**src/rtl/multi_clock_divider.sv**
```systemverilog
// Multi-channel programmable clock divider with double-buffered factor/high settings.
// Define MCD_SYNC_EN to add the sync_i input that phase-aligns all enabled channels.
module multi_clock_divider #(
  parameter int CHANNELS = 4,
  parameter int WIDTH    = 16
) (
  input  logic                      clk_i,
  input  logic                      reset,
  input  logic [CHANNELS-1:0]       en_i,
  input  logic [CHANNELS-1:0]       load_i,
  input  logic [CHANNELS*WIDTH-1:0] factor_i,
  input  logic [CHANNELS*WIDTH-1:0] high_i,
  output logic [CHANNELS-1:0]       clk_o,
  output logic [CHANNELS-1:0]       tick_o
`ifdef MCD_SYNC_EN
  ,
  input  logic                      sync_i
`endif
);

  logic sync_w;
`ifdef MCD_SYNC_EN
  assign sync_w = sync_i;
`else
  assign sync_w = 1'b0;
`endif

  for (genvar n = 0; n < CHANNELS; n++) begin : g_ch
    logic [WIDTH-1:0] count;
    logic [WIDTH-1:0] act_f, act_h;
    logic [WIDTH-1:0] pend_f, pend_h;
    logic             pend;
    logic             clk_q, tick_q;
    logic [WIDTH-1:0] eff_f, eff_h, new_f, new_h;
    logic             boundary;

    assign new_f    = factor_i[n*WIDTH +: WIDTH];
    assign new_h    = high_i[n*WIDTH +: WIDTH];
    assign eff_f    = (act_f < WIDTH'(2)) ? WIDTH'(2) : act_f;
    assign eff_h    = (act_h > eff_f) ? eff_f : act_h;
    assign boundary = (count == eff_f - WIDTH'(1));

    // NOTE: all state here uses non-blocking assignments so every register samples
    // the pre-edge values; blocking would make the result depend on statement order.
    always_ff @(posedge clk_i) begin
      if (reset) begin
        count  <= '0;
        act_f  <= WIDTH'(2);
        act_h  <= WIDTH'(1);
        pend_f <= '0;
        pend_h <= '0;
        pend   <= 1'b0;
        clk_q  <= 1'b0;
        tick_q <= 1'b0;
      end else if (!en_i[n] || sync_w) begin
        // Idle/resync: hold phase at zero and apply settings immediately.
        count  <= '0;
        clk_q  <= 1'b0;
        tick_q <= 1'b0;
        pend   <= 1'b0;
        if (load_i[n]) begin
          act_f <= new_f;
          act_h <= new_h;
        end else if (pend) begin
          act_f <= pend_f;
          act_h <= pend_h;
        end
      end else begin
        count  <= boundary ? '0 : count + WIDTH'(1);
        clk_q  <= (count >= eff_f - eff_h);
        // Tick from count==0 so it lands in the first (low) output cycle of the period.
        tick_q <= (count == '0);
        if (load_i[n]) begin
          if (boundary) begin
            act_f <= new_f;
            act_h <= new_h;
            pend  <= 1'b0;
          end else begin
            pend_f <= new_f;
            pend_h <= new_h;
            pend   <= 1'b1;
          end
        end else if (boundary && pend) begin
          act_f <= pend_f;
          act_h <= pend_h;
          pend  <= 1'b0;
        end
      end
    end

    assign clk_o[n]  = clk_q;
    assign tick_o[n] = tick_q;
  end

endmodule
```
**config.mk**
```make
export PLATFORM = sky130hd
export DESIGN_NAME = multi_clock_divider
export DESIGN_NICKNAME = d
export VERILOG_FILES = /design/src/rtl/multi_clock_divider.sv
export SDC_FILE = /design/constraint.sdc
export NUM_CORES = 1
export LEC_CHECK = 0
export CAP_MARGIN = 10
export CORE_MARGIN = 1.5
export CORE_UTILIZATION = 50
export CTS_CLUSTER_DIAMETER = 50
export CTS_CLUSTER_SIZE = 28
export DETAILED_ROUTE_END_ITERATION = 10
export GPL_TIMING_DRIVEN = 0
export PLACE_DENSITY_LB_ADDON = 0.3
export SKIP_CTS_REPAIR_TIMING = 1
export SLEW_MARGIN = 20
export SYNTH_ARGS = -nofsm -noshare
export SYNTH_HDL_FRONTEND = slang
export SYNTH_SLANG_ARGS = --single-unit
```
**constraint.sdc**
```tcl
create_clock -name clk_i -period 6.2 [get_ports clk_i]
set_input_delay 1.24 -clock clk_i [delete_from_list [all_inputs] [get_ports clk_i]]
set_output_delay 1.24 -clock clk_i [all_outputs]
set_load 0.005 [all_outputs]
```
==> results.cfg <==
[outcome]
status = finished clean

[yosys]
syn_avg_cell_area_um2 = 8.43
synth_cells = 2709
async_flop_share_pct = 0
synth_warnings = 0
yosys_most_used_dff = dfxtp_1
synth.distinct_cells = 74
ys_seq_elements = 332
ys_seq_area_share_pct = 29.1
synth_edf_count = 0
syn_nets = 3051
syn_area_mm2 = 0.0228

[global_routing]
antenna_found_initial = 2
grt_overflow = 0
grt_max_degree = 21
grt_usage_pct = 27.2
grt_pass1_wl_um = 104000
grt_pass1_vias = 20200

[worst_setup_path]
cp.required_ns = 6.63
crit_path_max_fanout = 8
crit_path_end_kind = flop
reg2reg_from = g_ch[2].act_f[9]$_SDFFE_PP0P_
r2r_cells = 27
startpoint = g_ch[2].act_f[9]$_SDFFE_PP0P_
rrSetupSlack_ns = 0.28
cp.arrival_ns = 6.35
startpoint_type = flop
r2r-end = g_ch[2].clk_q$_SDFF_PP0_
critical_path_class = reg2reg
crit_end = g_ch[2].clk_q$_SDFF_PP0_

[sta]
hold_viol = 0
worstMarginPinSlew_ns = 0.984
slew-limit-headroom_pct = 34.4
whs_ns = 0.474
setup_viol = 0
min_period_ns = 5.92
fmax_ghz = 0.169
skew_ns = 0.0199
post-route-period-util_pct = 95.5
slew_violations = 0

[route]
drcViolationCount = 0
post_drt_via_cell_ratio = 5.84
wl_um = 65400
vias = 20700
ant_nets = 0
drtIter0Drc = 1382
drt_first_pass_iters = 5
wl_per_cell_um = 18.5

[placement]
dpl-instance-area_mm2 = 0.0250
dp_hpwl_um = 51100
port_buffers = 142
gp_congestion = 0.917

[cells_and_area]
area_growth_pct = 18.7
fin_area_mm2 = 0.0271
fin_nets = 3248
drive_above_1_share_pct = 9.85
diodes = 0

[floorplanning]
core_area_mm2 = 0.0452
start_util_pct = 50.5
row_count = 78
fp.dieW_um = 217
die_y_um = 217
die-area_mm2 = 0.0469
io_pins = 146

[clock_tree]
cts-htree-levels = 2
numCtsBuffers = 37
cts_tree = done
path_clk_slew_ns = 0.06
cts-root-buf = clkbuf_16
cts.sinks = 332
insertion_delay_ns = 0.58
clk_path_buf_depth = 3

[hold_path]
hp-start = g_ch[1].pend_h[9]$_SDFFE_PP0P_
hold_path_class = reg2reg

[power_and_ir_drop]
p_per_area_mw_per_mm2 = 271
p_leak_nw = 11.1
vdd_drop_max_uv = 255

[run]
maxCapViolCount = 0
==> layout by cell type (no fill, tap or decap), drive strengths merged, types with 8 or more instances in the layout <==
| cell | instances |
|---|---|
| clkinv | 9 |
| nand2b | 87 |
| and3 | 29 |
| o31ai | 10 |
| mux2i | 261 |
| a2111oi | 11 |
| inv | 117 |
| nor2 | 339 |
| and4 | 8 |
| nor3 | 60 |
| dfxtp | 332 |
| nand3 | 59 |
| a31oi | 10 |
| nand2 | 100 |
| ha | 200 |
| xnor2 | 84 |
| clkdlybuf4s50 | 142 |
| a21o | 37 |
| a211oi | 124 |
| nor2b | 59 |
| o21a | 35 |
| or4 | 21 |
| nand4 | 43 |
| o21ai | 70 |
| nor4 | 33 |
| or3 | 34 |
| buf | 71 |
| a21oi | 101 |
| mux2 | 31 |
| or2 | 15 |
| xor2 | 92 |
| clkbuf | 198 |
| o41ai | 9 |
| o211ai | 11 |
==> worst max-delay path: stages, from the launching register on <==
cell and delay, ns:
dfxtp_4 0.39, or4_4 0.56, nor3_4 0.23, nand2_1 0.11, nand2b_1 0.14, inv_2 0.09
ha_1 0.29, a21oi_1 0.14, o21ai_1 0.13, a2111oi_4 0.38, a21oi_4 0.15, buf_8 0.15
o21ai_2 0.13, ha_2 0.20, fa_2 0.22, nor2b_2 0.05, o21ai_2 0.23, a21boi_2 0.10
o41ai_2 0.37, o2111ai_1 0.18, a31o_2 0.27, a21oi_2 0.16, xor2_1 0.17, ha_1 0.27
nand3_1 0.13, nor2_1 0.07, a2111oi_2 0.32, a21oi_1 0.13
==> cells in the mapped netlist (5+ instances only) <==
cell / n / share of area, %
nand4_1: 43 / 1.2
o21a_1: 35 / 1.2
buf_4: 8 / 0.26
dfxtp_1: 332 / 29
nor3b_1: 7 / 0.23
or2_2: 14 / 0.38
o31ai_1: 10 / 0.33
a21o_1: 37 / 1.2
mux2_2: 31 / 1.5
xor2_1: 92 / 3.5
buf_2: 17 / 0.37
nand2b_1: 87 / 2.4
nor3_1: 59 / 1.3
ha_1: 200 / 11
a221o_1: 5 / 0.22
o2111ai_1: 7 / 0.27
or4_1: 20 / 0.66
xnor2_1: 84 / 3.2
a31oi_1: 10 / 0.27
and4_1: 8 / 0.31
a21oi_1: 101 / 2.2
a2111oi_0: 11 / 0.42
o41ai_1: 7 / 0.27
nor4b_1: 6 / 0.23
nand3_1: 59 / 1.3
nand2_1: 100 / 1.6
and3_1: 29 / 0.79
o211ai_1: 11 / 0.36
clkbuf_1: 178 / 2.9
or3_1: 34 / 0.93
a21boi_0: 6 / 0.20
nor4_1: 32 / 0.88
inv_1: 105 / 1.7
buf_6: 6 / 0.30
mux2i_1: 261 / 11
nor2_1: 338 / 5.6
o21ai_0: 68 / 1.5
a211oi_1: 124 / 4.1
nor2b_1: 59 / 1.6
==> per-layer routing <==
layer,global-route usage [%],wire (um)
met4,10.1,2170
met2,47.1,30900
met1,34.4,28500
met3,3.65,3830
met5,0,28
==> how the worst min path moves through the flow <==
stage                                endpoint  slack (ns)  cells past startpoint
2_1_floorplan       g_ch[3].pend$_SDFFE_PP0P_        0.44                      2
3_3_place_gp        g_ch[3].pend$_SDFFE_PP0P_        0.45                      2
3_5_place_dp        g_ch[3].pend$_SDFFE_PP0P_        0.46                      2
4_1_cts        g_ch[1].pend_h[9]$_SDFFE_PP0P_        0.48                      2
5_1_grt        g_ch[1].pend_h[9]$_SDFFE_PP0P_        0.49                      2
6_report       g_ch[1].pend_h[9]$_SDFFE_PP0P_        0.47                      2
==> logic make-up (layout without fill, tap and decap cells) <==
kind of cell             count (synthesis)  after routing  synth area share (%)
buffers and inverters                  318            544                  5.65
XOR/XNOR                               176            176                  6.75
adder cells (fa/ha/maj)                204            204                  11.3
AO/OA/AOI/OAI                          475            475                  14.2
multiplexers                           292            292                  13.0
flip-flops                             332            332                  29.1
AND/OR/NAND/NOR                        912            912                  20.0
==> final cells by class <==
class	instances	area, um2
timing repair buffer	175	1670
fill	3960	18100
buffer	196	878
sequential	332	6680
tap	600	751
clock buffer	40	990
clock inverter	28	403
inverter	105	394
multi-input combinational	2059	15300
==> state kept, by name (all words and copies together), names as in the netlist <==
signal	flops
g_ch.act_f	64
g_ch.act_h	64
g_ch.clk_q	4
g_ch.count	64
g_ch.pend	4
g_ch.pend_f	64
g_ch.pend_h	64
g_ch.tick_q	4
==> metrics by stage <==
step / utilization, % / power [W] / setup WS, ns / setup TNS [ns] / cells
after global routing: 60.0 / 0.00774 / -0.0501 / -0.109 / 3535
after CTS: 58.4 / 0.00713 / -1.54 / -4.80 / 3519
after floorplan: - / 0.00404 / 0.0506 / 0 / 2709
after global placement: 55.3 / 0.00455 / -1.37 / -4.06 / 3451
final: 60.0 / 0.00736 / 0.280 / 0 / 3535
after detailed placement: 55.4 / 0.00463 / -1.50 / -4.66 / 3451
==> where the power goes <==
group	internal, W	switching (W)
combinational	0.00116	0.00133
sequential	0.00224	0.000133
clock	0.00143	0.00106
(Power assumes the default switching activity.)
